===== src/rtl/float8_div_seq.sv =====
// Sequential float8 divider: restoring mantissa division, one quotient bit per cycle.
// Valid/ready on both sides. Only one operation can be in flight at a time.
module float8_div_seq #(
  parameter int BIAS = 7
) (
  input  logic       clk,
  input  logic       rst,
  input  logic       in_valid,
  output logic       in_ready,
  input  logic [7:0] a,
  input  logic [7:0] b,
  output logic       out_valid,
  input  logic       out_ready,
  output logic [7:0] result,
  output logic       div_by_zero,
  output logic       exp_err
);

  typedef enum logic [1:0] {IDLE, DIVIDE, NORM, DONE} state_t;

  state_t      state, state_nxt;
  logic        sgn;
  logic [3:0]  ea, eb, d;
  logic [4:0]  r, q, r_sub;
  logic [2:0]  cnt;
  logic        accept, a_zero, b_zero, r_ge_d;
  logic [5:0]  e;
  logic [2:0]  man;

  assign a_zero = (a[6:0] == 7'd0);
  assign b_zero = (b[6:0] == 7'd0);
  assign accept = in_valid & in_ready;

  always_ff @(posedge clk) begin
    if (rst) state <= IDLE;
    else     state <= state_nxt;
  end

  always_comb begin
    state_nxt = state;
    in_ready  = (state == IDLE);
    out_valid = (state == DONE);
    case (state)
      IDLE:    if (accept) state_nxt = (a_zero | b_zero) ? DONE : DIVIDE;
      DIVIDE:  if (cnt == 3'd4) state_nxt = NORM;
      NORM:    state_nxt = DONE;
      DONE:    if (out_ready) state_nxt = IDLE;
      default: state_nxt = IDLE;
    endcase
  end

  // Restoring step. After a subtract the remainder is below D, so the shift never drops a set bit.
  assign r_ge_d = (r >= {1'b0, d});
  assign r_sub  = r_ge_d ? (r - {1'b0, d}) : r;

  // e is read as a signed 6-bit value. Its range is -9..22, so bit 5 flags e<0 and bit 4 flags e>15.
  assign e   = {2'b00, ea} - {2'b00, eb} + 6'(BIAS) - {5'd0, ~q[4]};
  assign man = q[4] ? q[3:1] : q[2:0];

  always_ff @(posedge clk) begin
    if (rst) begin
      sgn         <= 1'b0;
      ea          <= '0;
      eb          <= '0;
      d           <= '0;
      r           <= '0;
      q           <= '0;
      cnt         <= '0;
      result      <= 8'h00;
      div_by_zero <= 1'b0;
      exp_err     <= 1'b0;
    end else begin
      case (state)
        IDLE: if (accept) begin
          sgn <= a[7] ^ b[7];
          ea  <= a[6:3];
          eb  <= b[6:3];
          r   <= {2'b01, a[2:0]};
          d   <= {1'b1, b[2:0]};
          q   <= '0;
          cnt <= '0;
          if (b_zero) begin
            result      <= {a[7] ^ b[7], 7'h7F};
            div_by_zero <= 1'b1;
            exp_err     <= 1'b0;
          end else if (a_zero) begin
            result      <= {a[7] ^ b[7], 7'h00};
            div_by_zero <= 1'b0;
            exp_err     <= 1'b0;
          end
        end
        DIVIDE: begin
          q   <= {q[3:0], r_ge_d};
          r   <= r_sub << 1;
          cnt <= cnt + 3'd1;
        end
        NORM: begin
          result      <= {sgn, e[3:0], man};
          exp_err     <= e[5] | e[4];
          div_by_zero <= 1'b0;
        end
        default: ;
      endcase
    end
  end

endmodule


===== config.mk =====
export PLATFORM = sky130hd
export DESIGN_NAME = float8_div_seq
export DESIGN_NICKNAME = d
export VERILOG_FILES = /design/src/rtl/float8_div_seq.sv
export SDC_FILE = /design/constraint.sdc
export NUM_CORES = 1
export LEC_CHECK = 0
export ABC_CLOCK_PERIOD_IN_PS = 3100
export CORE_ASPECT_RATIO = 2
export CORE_MARGIN = 5
export CORE_UTILIZATION = 30
export DETAILED_ROUTE_END_ITERATION = 10
export PLACE_DENSITY = 0.58
export SYNTH_ARGS = -nofsm -noshare
export SYNTH_HDL_FRONTEND = slang
export SYNTH_SLANG_ARGS = --single-unit

===== constraint.sdc =====
create_clock -name clk -period 3.1 [get_ports clk]
set_input_delay 0.93 -clock clk [delete_from_list [all_inputs] [get_ports clk]]
set_output_delay 0.93 -clock clk [all_outputs]
set_load 0.02 [all_outputs]

# After elaboration in Yosys (flattened, before gate mapping)
# Index checks and enable logic that the tools add are counted.
# totals
ff_bits	38
input_bits	20
out_inout_bits	12
wordCells	63
# op_classes
add_sub_neg	5
order_cmp	1
eq_ne	8
n_mux	24
bitwise_logic	5
reduce_logical	9
# ops
operator	n
8-bit 2-to-1 mux	3
5-bit one-hot mux with 2 select lines	2
8-bit one-hot mux with 2 select lines	1
7-bit logical NOT	2
5-bit 2-to-1 mux	2
2-bit 2-to-1 mux	4
2-bit one-hot mux with 4 select lines	1
5-bit by 4-bit adder with 6-bit output (second input constant)	1
3-bit 2-to-1 mux	2
3-bit one-hot mux with 2 select lines	1
3-bit AND reduction	2
6-bit by 1-bit subtractor with 6-bit output	1
5-bit by 4-bit >= comparator with 1-bit output	1
1-bit 2-to-1 mux	5
4-bit by 4-bit subtractor with 5-bit output	1
2-bit equality test (second input constant)	2
4-bit 2-to-1 mux	1
2-bit by 1-bit != test with 1-bit output (second input constant)	2
1-bit one-hot mux with 2 select lines	2
2-bit AND reduction	2
2-bit nonzero test	2
4-bit subtractor	1
3-bit by 1-bit adder with 3-bit output (second input constant)	1
3-bit equality test (second input constant)	1
other kinds (8)	9

# Logic depth before layout (Yosys ltp)
# logic_depth
depth_word	5
ltp_mapped	14
ltp_nobuf	14

# Worst setup path before layout
# No wires, ideal clock.
# synth_path
path_kind	reg-to-reg
start	register ea[0]
end	register exp_err
setup_time_ns	0.070
t_arrival_ns	2.339
required_time_ns	3.030
setup_slack_ns	0.691
stages_incl_launch_ff	14
n_path_buf	0
synth_period_minus_slack_ns	2.409
path_cell_list	dfxtp_1 > inv_1 > ha_1 > inv_1 > fa_1 > xnor2_1 > nor2_1 > or2_2 > ha_1 > o21ai_0 > mux2i_1 > o21ai_0 > o211ai_1 > a21oi_1
# synth_via
elab_chain_len	5
# synth_rtl
item	line_no	source
start: declaration	23	logic [3:0] ea, eb, d;
start signal: assignment	76	ea <= a[6:3];
4-bit by 4-bit subtractor with 5-bit output	57	assign e = {2'b00, ea} - {2'b00, eb} + 6'(BIAS) - {5'd0, ~q[4]};
5-bit by 4-bit adder with 6-bit output	57	
6-bit by 1-bit subtractor with 6-bit output	57	
1-bit bitwise OR	99	exp_err <= e[5] | e[4];
1-bit one-hot mux with 2 select lines	73	case (state)
end signal: assignment	99	
end: declaration	16	output logic exp_err
# Every way passes these cells.
# A chain may end at the register's enable or synchronous reset.

# Final worst setup path
# layout_path
start	register eb[0]
end	register exp_err
# layout_via
elab_chain_len	5
# layout_rtl
item	line_no	source
start: declaration	23	
start signal: assignment	77	eb <= b[6:3];
4-bit by 4-bit subtractor with 5-bit output	57	
5-bit by 4-bit adder with 6-bit output	57	
6-bit by 1-bit subtractor with 6-bit output	57	
1-bit bitwise OR	99	
1-bit one-hot mux with 2 select lines	73	
# Every way passes these cells.

==> results.cfg <==
[sta]
rsz0062_at_grt = no
clock_skew_ns = 0.00349
drv_slew = 0
finalCriticalPeriod_ns = 2.72
hold_viol_final = 0
slew_headroom = 0.631
fmax_ghz = 0.368
fin_tns_setup_ns = 0
setup_violations = 0
period_share = 0.878
worstMarginPinSlew_ns = 0.546

[synthesis]
synth_seq_area_share = 0.366
syn-num-nets = 290
synth.avg_cell_area_sq_um = 8.31
yosys.area.top_type_share = 0.366
synth_most_common_cell = dfxtp_1
synth_async_sr_flop_share = 0
synthCells = 250
synth-main-ff-cell = dfxtp_1
ys_seq_elements = 38
yosys-top-cells-count = dfxtp_1 (38), a21oi_1 (36), nand2_1 (34)
synth_area_leaders = dfxtp_1 (37%), ha_1 (11%), a21oi_1 (8.7%), nand2_1 (6.1%), a22oi_1 (4.3%)
synth_largest_area_cell = dfxtp_1
yosysWarnings = 0
synth_area_sq_um = 2080
synth_edf_count = 0
synthDistinctLibCells = 38

[floorplan]
placementRows = 43
core-area_sq_um = 6830
dieArea_sq_um = 8790
io_pins = 32
start_util = 0.304
die_h_um = 128
die_width_um = 68.9

[clock_tree]
clk_pin_slew_ns = 0.05
clock_latency_ns = 0.27
cts_tree = yes
cts_buffers = 5
cts_hold_buf = 0
htree_levels = 2
cts_root_buf = clkbuf_16
clk_path_buf_depth = 2
cts_setup_buffers = 0
cts_resized = 0
clock-sinks = 38

[global_routing]
globalRoute.totalOverflow = 0
grt.total_usage = 0.117
grt_max_degree = 39
grt_pass1_wl_um = 8180
grt_antenna_before_repair = 0
grt_pass1_vias = 1866

[routing]
wl_per_cell_um = 12.5
drtPass1Iterations = 4
vias = 1798
first_iter_violations = 81
drt-total-wl_um = 4660
ant_nets = 0
routed_via_density = 4.83
drcViolationCount = 0

[power_and_ir_drop]
p_seq_frac = 0.332
p_sw_uw = 599
p_leak_uw = 0.00102
p_int_uw = 1150
peakVddDrop_uv = 364
powerDensity_nw_per_um2 = 667
pwr-share-clk = 0.283
comb_power_share = 0.385
p_sw_frac = 0.342

[cells_and_area]
syn_to_final_growth_pct = 26.6
fin_cells = 372
design_area_sq_um = 2630
nets = 321
diodes = 0
drive_gt1_frac = 0.0745

[critical_path]
crit_required_ns = 3.30
rr_worst_depth = 12
worst_setup_path_start_kind = flip-flop
cp.arrival_ns = 2.93
end_kind = flip-flop
cp_max_fo = 5
critPathKind = reg -> reg

[run_status]
status = complete, no violations

[job]
drv_cap = 0

[hold_path]
hold_depth = 2
hold_path.class = reg -> reg

[place]
placed_area_sq_um = 2480
place.gp.congestion = 0.789
hpwl_um = 3580
dp.cells = 364
port_buffers = 31
-- logic make-up after synthesis --
| kind of cell | share of synthesized area |
|---|---|
| and+or+nand+nor | 0.154 |
| adders and majority gates | 0.128 |
| xor gates and xnor gates | 0.0211 |
| muxes | 0.0506 |
| buffers and inverters | 0.0650 |
| DFF | 0.366 |
| AOI/OAI and AO/OA | 0.216 |
-- cells in the final DEF, fill, tap and decap left out, drive strengths merged, types with 2 or more instances in the layout --
cell type	synthesis	layout
a211oi	2	2
a21o	2	2
a21oi	37	37
a221oi	3	3
a22oi	12	12
a31o	2	2
and2	2	2
buf	1	4
clkbuf	10	7
clkdlybuf4s50	0	31
dfxtp	38	38
fa	2	2
ha	18	18
inv	23	23
mux2	4	4
mux2i	6	6
nand2	34	34
nand2b	4	4
nor2	23	23
nor3b	2	2
o21ai	7	7
xnor2	3	3
xor2	2	2
-- power by group through the flow --
stage	registers, uW	clock network, uW	logic (uW)
after detailed placement	592	0	676
after global routing	590	535	779
final	582	497	675
after CTS	583	512	682
after floorplan	585	0	501
after global placement	590	0	653
-- state kept, by name, indices dropped and copies added (netlist names) --
register and cells:
eb 4, cnt 3, exp_err 1, state 2, ea 4, d 4, r 5, sgn 1
result 8, q 5, div_by_zero 1
-- final cells by class --
cell class	instances	area, sq um
clock buffer	7	143
clock inverter	1	5.00
fill	737	4200
inverter	23	86.3
multi-input combinational	178	1180
sequential	38	761
tap	90	113
timing repair buffer	35	340
-- per-stage QoR --
step | hold WS (ns) | utilization | setup slack, ns | power, uW
floorplan | 0.436 | - | 0.691 | 1090
global placement | 0.448 | 0.363 | 0.182 | 1240
detailed placement | 0.449 | 0.363 | 0.131 | 1270
CTS | 0.457 | 0.385 | 0.383 | 1780
global route | 0.477 | 0.385 | 0.0647 | 1900
finish | 0.457 | 0.385 | 0.379 | 1750
-- routing by layer --
| metal | wire (um) | part of all wire | global-route usage |
|---|---|---|---|
| met5 | 0 | 0 | 0 |
| met4 | 38 | 0.0082 | 0.0230 |
| met3 | 275 | 0.059 | 0.0316 |
| met2 | 2190 | 0.47 | 0.185 |
| met1 | 2150 | 0.46 | 0.158 |
-- critical path, cell delays in order (launching register included) --
cell	delay (ns)
dfxtp_1	0.35
ha_1	0.19
inv_1	0.06
fa_1	0.40
xnor2_1	0.37
nor2_1	0.10
or2_2	0.31
ha_1	0.22
o21ai_0	0.14
mux2i_1	0.08
o21ai_0	0.19
o211ai_1	0.10
a21oi_1	0.14
-- worst paths after layout --
| kind | start | slack, ns | endpoint |
|---|---|---|---|
| worst min register to register | eb[3]$_SDFFE_PP0P_ | 0.46 | eb[3]$_SDFFE_PP0P_ |
| worst max-delay path | eb[0]$_SDFFE_PP0P_ | 0.38 | exp_err$_SDFFE_PP0P_ |
| worst min-delay path | eb[3]$_SDFFE_PP0P_ | 0.46 | eb[3]$_SDFFE_PP0P_ |
| worst max register to register | eb[0]$_SDFFE_PP0P_ | 0.38 | exp_err$_SDFFE_PP0P_ |
No activity file was read; power rests on OpenSTA's default activity.
